## src/rtl/stage_memory_load_sized.sv

```systemverilog
// stage_memory_load_sized
//   Memory-load pipeline stage. Holds an enabled load for READ_LATENCY cycles, pulses
//   is_complete, and captures the size/sign-extended lane of the aligned memory word.
//   Optional macro MEM_LOAD_MISALIGN_TRAP_EN: misaligned loads complete immediately
//   without a memory read, return 0 and raise load_fault.
// Ports
//   clock, reset        rising-edge clock, synchronous active-high reset
//   enable              load in flight (inputs held stable until is_complete)
//   i_effective_addr    byte address of the load
//   i_funct3            RV load funct3
//   mem_r_data          aligned memory word, valid when the wait counter reaches 0
//   mem_read_en         memory read request (comb)
//   mem_addr            word-aligned address (comb)
//   is_complete         load finishes this cycle (comb)
//   loaded_value        extended load result (registered)
//   load_fault          last completed load was misaligned (registered, macro only)
module stage_memory_load_sized #(
  parameter int unsigned XLEN         = 32,
  parameter int unsigned READ_LATENCY = 1
) (
  input  logic            clock,
  input  logic            reset,
  input  logic            enable,
  input  logic [XLEN-1:0] i_effective_addr,
  input  logic [2:0]      i_funct3,
  input  logic [XLEN-1:0] mem_r_data,
  output logic            mem_read_en,
  output logic [XLEN-1:0] mem_addr,
  output logic            is_complete,
  output logic [XLEN-1:0] loaded_value,
  output logic            load_fault
);

  localparam int unsigned OFS = $clog2(XLEN / 8);
  localparam int unsigned CW  = (READ_LATENCY > 0) ? $clog2(READ_LATENCY + 1) : 1;

  generate
    if (XLEN != 32 && XLEN != 64) begin : g_bad_xlen
      $error("stage_memory_load_sized: XLEN must be 32 or 64");
    end
    if (READ_LATENCY > 15) begin : g_bad_latency
      $error("stage_memory_load_sized: READ_LATENCY must be 0..15");
    end
  endgenerate

  logic [CW-1:0]   cnt;
  logic [1:0]      size;
  logic            is_unsigned;
  logic [OFS-1:0]  off;
  logic [OFS-1:0]  lane_off;
  logic [XLEN-1:0] shifted;
  logic [XLEN-1:0] extracted;

  // Decode access size; unsupported encodings fall back to a signed word load
  always_comb begin
    size        = i_funct3[1:0];
    is_unsigned = i_funct3[2];
    if (i_funct3 == 3'b111 || (XLEN == 32 && (i_funct3 == 3'b011 || i_funct3 == 3'b110))) begin
      size        = 2'd2;
      is_unsigned = 1'b0;
    end
  end

  // Lane byte offset: low address bits below the access size are dropped
  assign off = i_effective_addr[OFS-1:0];
  always_comb begin
    case (size)
      2'd0:    lane_off = off;
      2'd1:    lane_off = off & ~OFS'(1);
      2'd2:    lane_off = off & ~OFS'(3);
      default: lane_off = '0;
    endcase
  end

  assign shifted = mem_r_data >> {lane_off, 3'b000};

  // Sign/zero extension by OR-ing in an upper-bit mask
  always_comb begin
    case (size)
      2'd0: begin
        extracted = XLEN'(shifted[7:0]);
        if (!is_unsigned && shifted[7]) extracted = extracted | ~XLEN'(8'hFF);
      end
      2'd1: begin
        extracted = XLEN'(shifted[15:0]);
        if (!is_unsigned && shifted[15]) extracted = extracted | ~XLEN'(16'hFFFF);
      end
      2'd2: begin
        extracted = XLEN'(shifted[31:0]);
        if (!is_unsigned && shifted[31]) extracted = extracted | ~XLEN'(32'hFFFF_FFFF);
      end
      default: extracted = shifted;
    endcase
  end

  assign mem_addr = {i_effective_addr[XLEN-1:OFS], OFS'(0)};

`ifdef MEM_LOAD_MISALIGN_TRAP_EN
  logic misaligned;

  always_comb begin
    case (size)
      2'd1:    misaligned = i_effective_addr[0];
      2'd2:    misaligned = (i_effective_addr[1:0] != 2'b00);
      2'd3:    misaligned = (i_effective_addr[2:0] != 3'b000);
      default: misaligned = 1'b0;
    endcase
  end

  assign is_complete = enable && ((cnt == '0) || misaligned);
  assign mem_read_en = enable && !misaligned;

  // Result and fault flag update only on completion
  always_ff @(posedge clock) begin
    if (reset) begin
      loaded_value <= '0;
      load_fault   <= 1'b0;
    end else if (is_complete) begin
      loaded_value <= misaligned ? '0 : extracted;
      load_fault   <= misaligned;
    end
  end
`else
  assign is_complete = enable && (cnt == '0);
  assign mem_read_en = enable;
  assign load_fault  = 1'b0;

  // Result updates only on completion
  always_ff @(posedge clock) begin
    if (reset) begin
      loaded_value <= '0;
    end else if (is_complete) begin
      loaded_value <= extracted;
    end
  end
`endif

  // Latency counter: reloads when idle or on completion, counts down while waiting
  always_ff @(posedge clock) begin
    if (reset) begin
      cnt <= CW'(READ_LATENCY);
    end else if (!enable) begin
      cnt <= CW'(READ_LATENCY);
    end else if (is_complete) begin
      cnt <= CW'(READ_LATENCY);
    end else begin
      cnt <= cnt - CW'(1);
    end
  end

endmodule

```

## config.mk

```make
export PLATFORM = sky130hd
export DESIGN_NAME = stage_memory_load_sized
export DESIGN_NICKNAME = d
export VERILOG_FILES = /design/src/rtl/stage_memory_load_sized.sv
export SDC_FILE = /design/constraint.sdc
export NUM_CORES = 1
export LEC_CHECK = 0
export CAP_MARGIN = 10
export CELL_PAD_IN_SITES_DETAIL_PLACEMENT = 0
export CELL_PAD_IN_SITES_GLOBAL_PLACEMENT = 2
export CORE_ASPECT_RATIO = 2
export CORE_MARGIN = 5
export CORE_UTILIZATION = 21
export CTS_CLUSTER_DIAMETER = 200
export DETAILED_ROUTE_END_ITERATION = 10
export PLACE_DENSITY = 0.95
export SLEW_MARGIN = 20
export SYNTH_ARGS = -nofsm -noshare
export SYNTH_HDL_FRONTEND = slang
export SYNTH_SLANG_ARGS = --single-unit
```

## constraint.sdc

```tcl
create_clock -name clock -period 3.73 [get_ports clock]
set_input_delay 0.373 -clock clock [delete_from_list [all_inputs] [get_ports clock]]
set_output_delay 0.373 -clock clock [all_outputs]
set_load 0.005 [all_outputs]
```

# Yosys cells after proc, flatten, opt, wreduce, memory -nomap -nowiden
# Cells that the tools add are included.
classes:
  n_addsub: 1
  mul: 0
  n_div: 0
  magnitude_cmp: 0
  eq_ne: 4
  shifts: 1
  n_mux: 6
  bitwise_logic: 2
  n_reduce_logical: 8
op_table:
  columns: ["operator", "count"]
  rows:
  - ["2-to-1 mux 32 bit", 2]
  - ["one-hot mux 32 bit (2 select lines)", 1]
  - [">> shifter 32 x 5 -> 32 bit", 1]
  - ["equality test 3 bit, second input constant", 2]
  - ["one-hot mux 2 bit (2 select lines)", 1]
  - ["equality test 3 x 2 -> 1 bit, second input constant", 1]
  - ["logical AND 1 bit", 3]
  - ["OR reduction 3 bit", 1]
  - ["equality test 2 x 1 -> 1 bit, second input constant", 1]
  - ["zero test 2 bit", 1]
  - ["logical OR 1 bit", 2]
  - ["2-to-1 mux 2 bit", 1]
  - ["NOT 1 bit", 2]
  - ["zero test 1 bit", 1]
  - ["2-to-1 mux 1 bit", 1]
  - ["subtractor 1 bit, second input constant", 1]
totals:
  ff_bits: 33
  latch_bits: 0
  mem_bits_rw: 0
  rom_bits: 0
  input_bits: 70
  out_inout_bits: 67
  word_cells: 24
  memories: 0

# Depth between registers and ports, before layout
depth:
  word_depth: 10
  mapped_depth: 7
  depth_no_buf: 5

# Worst setup path before layout
# No wires, ideal clock.
synth_path:
  kind: "input to register"
  from: "in i_funct3[1]"
  to: "reg loaded_value[0]"
  setup_time_ps: 135
  arrival_time_ps: 1418
  required_time_ps: 3595
  slack_ps: 2177
  path_stages: 4
  n_path_buf: 0
  path_cell_list: "nor3b_4 mux4_1 nand2_1 a21oi_1"
synth_between:
  elab_chain_cells: 9
  elab_cells_between_ends: 13
  classes_between: "eq/ne: 4; shift: 1; mux: 5; reduce/logical: 3"
synth_lines:
  columns: ["item", "line_no", "rtl"]
  rows:
  - ["start, declared", "25", "input logic [2:0] i_funct3,"]
  - ["equality test 3 x 2 -> 1 bit or equality test 3 bit (tied branches)", "58", "if (i_funct3 == 3'b111 || (XLEN == 32 && (i_funct3 == 3'b011 || i_funct3 == 3'b110))) begin"]
  - ["logical OR 1 bit (2 in a row)", "58", null]
  - ["2-to-1 mux 2 bit (*)", "58", null]
  - ["equality test 2 x 1 -> 1 bit or zero test 2 bit (tied branches)", "67, 79", null]
  - ["one-hot mux 2 bit (2 select lines)", "67", "case (size)"]
  - [">> shifter 32 x 5 -> 32 bit", "75", "assign shifted = mem_r_data >> {lane_off, 3'b000};"]
  - ["2-to-1 mux 32 bit, on equally long branches", "86, 82", null]
  - ["one-hot mux 32 bit (2 select lines) (*)", "79", "case (size)"]
  - ["end signal, assigned", "133", "loaded_value <= extracted;"]
  - ["end, declared", "30", "output logic [XLEN-1:0] loaded_value,"]
# Mark *: on every way between the ends. The rest lies on a longest branch, timed or not.
# A chain may end at the register's enable or synchronous reset.

# Final worst setup path
layout_path:
  from: "in enable"
  to: "out is_complete"
layout_between:
  elab_chain_cells: 1
layout_lines:
  columns: ["item", "line_no", "rtl"]
  rows:
  - ["start, declared", "23", "input logic enable,"]
  - ["logical AND 1 bit", "124", "assign is_complete = enable && (cnt == '0);"]
  - ["end, declared", "29", "output logic is_complete,"]
# No other way between the ends.

==> impl_metrics.ini <==
[sta]
timing.slew.headroom_pct = 23.5
setup_viol = 0
worstMarginPinSlew_ns = 1.14
drv_slew = 0
hold_violations = 0
min_period_over_period_pct = 68.1
tns_ns = 0
finClkSkew_ns = 0.00302
whs_ns = 0.404
min_period_ns = 2.54
grt_setup_unrepaired = no
timing.fmax_mhz = 394

[placement]
io_buffers = 73
gp_congestion = 0.767
place_hpwl_um = 5010

[worst_hold_path]
min_path_type = register to register

[detailed_routing]
dr_total_vias = 1698
drt_iter0_markers = 29
routed_via_density = 4.39
drc = 0
drtPass1Iterations = 5
wire_per_inst_um = 16.5
wirelength_um = 6390
ant_nets = 0

[global_routing]
grt_antenna_before_repair = 0
grt_max_degree = 21
groute.usage.overall_pct = 10.7
grt_pass1_wl_um = 9810
gr-total-overflow = 0
grt_pass1_vias = 1794

[die]
die_h_um = 152
die_w_um = 80.9
initial_core_util_pct = 21.6
die-area_um2 = 12300
core_area_um2 = 9760
rows = 51
ios = 137

[power_and_ir_drop]
peakVddDrop_uv = 222
total_power_mw = 1.03
powerDensity_nw_per_um2 = 364
p_leak_nw = 1.02

[worst_setup_path]
cp-end-kind = output pin
critPathLaunchType = primary input
cp_max_fo = 18
crit_type = primary input to output pin
cp.required_ns = 3.36
cp_data_arrival_time_ns = 2.17

[clock_tree]
clock_sinks = 33
cts_made_buffers = 5
clockBufferDepth = 2
cts_resized = 0
clk_pin_slew_worst_paths_ns = 0.05
ctsHoldBuffers = 0
post_cts_buffers = 0
clock_latency_ns = 0.28
cts_tree = done
cts_htree_levels = 2
cts_root_buffer = clkbuf_16

[logic_synthesis]
synth_adder_area_share_pct = 0
synth_compound_area_share_pct = 16.3
ys_seq_area_share_pct = 31.3
syn_area_um2 = 2110
synth_area_per_cell_um2 = 9.72
synth-xor-area-share_pct = 0
yosysWarnings = 0
syn_inst = 217
synth_top_family_by_area = simple AND/OR/NAND/NOR gates
synth-simple-area-share_pct = 21.0
muxShareOfSynthArea_pct = 13.4
ys_ff_latch = 33
synthDistinctLibCells = 33

[cells_and_area]
diodes = 0
drive_above_1_share_pct = 17.3
syn_to_final_growth_pct = 35.0
fin_util_pct = 29.1
fin_nets = 324

[run_status]
status = complete, no violations

[flow_run]
drv_cap = 0
routing by layer:
layer,GRT usage [%],wire length [µm]
met5,0,0
met4,6.18,215
met3,2.01,384
met2,18.5,3290
met1,11.9,2500
path summary, 6_finish.rpt:
kind	startpoint	to	slack, ns	depth (start not counted)
hold reg to reg	cnt	cnt	0.40	1
setup reg to reg	cnt	loaded_value[27]	1.65	4
hold / removal	cnt	cnt	0.40	1
setup / recovery	enable	is_complete	1.19	4
cell usage after synthesis (all sizes together):
library cell	n	area, µm²
nand2	32	145
a31o	1	8.76
nand3b	2	15.0
conb	1	3.75
a211oi	8	85.1
a21oi	17	88.8
nor4	1	21.3
or2	1	6.26
clkbuf	3	11.3
or4	1	11.3
buf	45	353
nor3b	1	18.8
nor2b	3	18.8
or2b	5	37.5
nand2b	12	75.1
o211ai	1	21.3
inv	3	11.3
nor2	12	45.0
mux2	9	101
dfxtp	33	661
nand4	3	48.8
mux4	7	180
a32oi	16	140
registers in the layout, indices dropped and copies added, names as in the netlist:
name and count:
cnt 1, loaded_value 32
per-stage QoR:
stage | area [µm²] | worst slack [ns] | instances
2_1_floorplan | 2120 | 2.18 | 219
3_3_place_gp | 2670 | 1.11 | 379
3_5_place_dp | 2670 | 0.985 | 379
4_1_cts | 2840 | 1.19 | 387
5_1_grt | 2850 | 1.08 | 387
6_report | 2850 | 1.19 | 387
critical path, stage by stage:
cell and delay (ns):
clkdlybuf4s50_1 0.50, nand2b_1 0.30, inv_2 0.39, clkdlybuf4s50_1 0.60
kinds of logic after synthesis:
logic type	count (synthesis)
simple gates	73
other cells	1
mux	16
buf+inv	51
compound gates	43
flops	33
power breakdown:
| group | switching [mW] | total (mW) | internal (mW) |
|---|---|---|---|
| combinational | 0.0776 | 0.178 | 0.100 |
| clock | 0.148 | 0.481 | 0.333 |
| sequential | 0.00843 | 0.376 | 0.367 |
| total | 0.234 | 1.03 | 0.801 |
cells in the final DEF (no fill, tap or decap):
cell and count:
a211oi_1 3, a211oi_2 5, a21oi_1 16, a21oi_2 1, a31o_2 1, a32oi_1 16, buf_4 3, bufinv_16 1
clkbuf_1 1, clkbuf_16 5, clkbuf_8 1, clkdlybuf4s50_1 73, conb_1 3, dfxtp_1 33, inv_1 2, inv_2 1
mux2_1 1, mux2_2 8, mux4_1 6, mux4_2 1, nand2_1 22, nand2_2 10, nand2b_1 12, nand3b_1 2
nand4_1 1, nand4_4 2, nor2_1 11, nor2_2 1, nor2b_1 3, nor3b_4 1, nor4_4 1, o211ai_4 1
or2_1 1, or2b_1 5, or4_4 1
final cells by class:
cell class,instances,area [µm²]
well taps,132,165
repair buffers,76,753
clock inverters,1,30.0
multi-input cells,135,1080
fillers,1022,6920
flip-flops and latches,33,661
clock buffers,7,143
inverters,3,11.3
No activity file was read; power rests on OpenSTA's default activity.
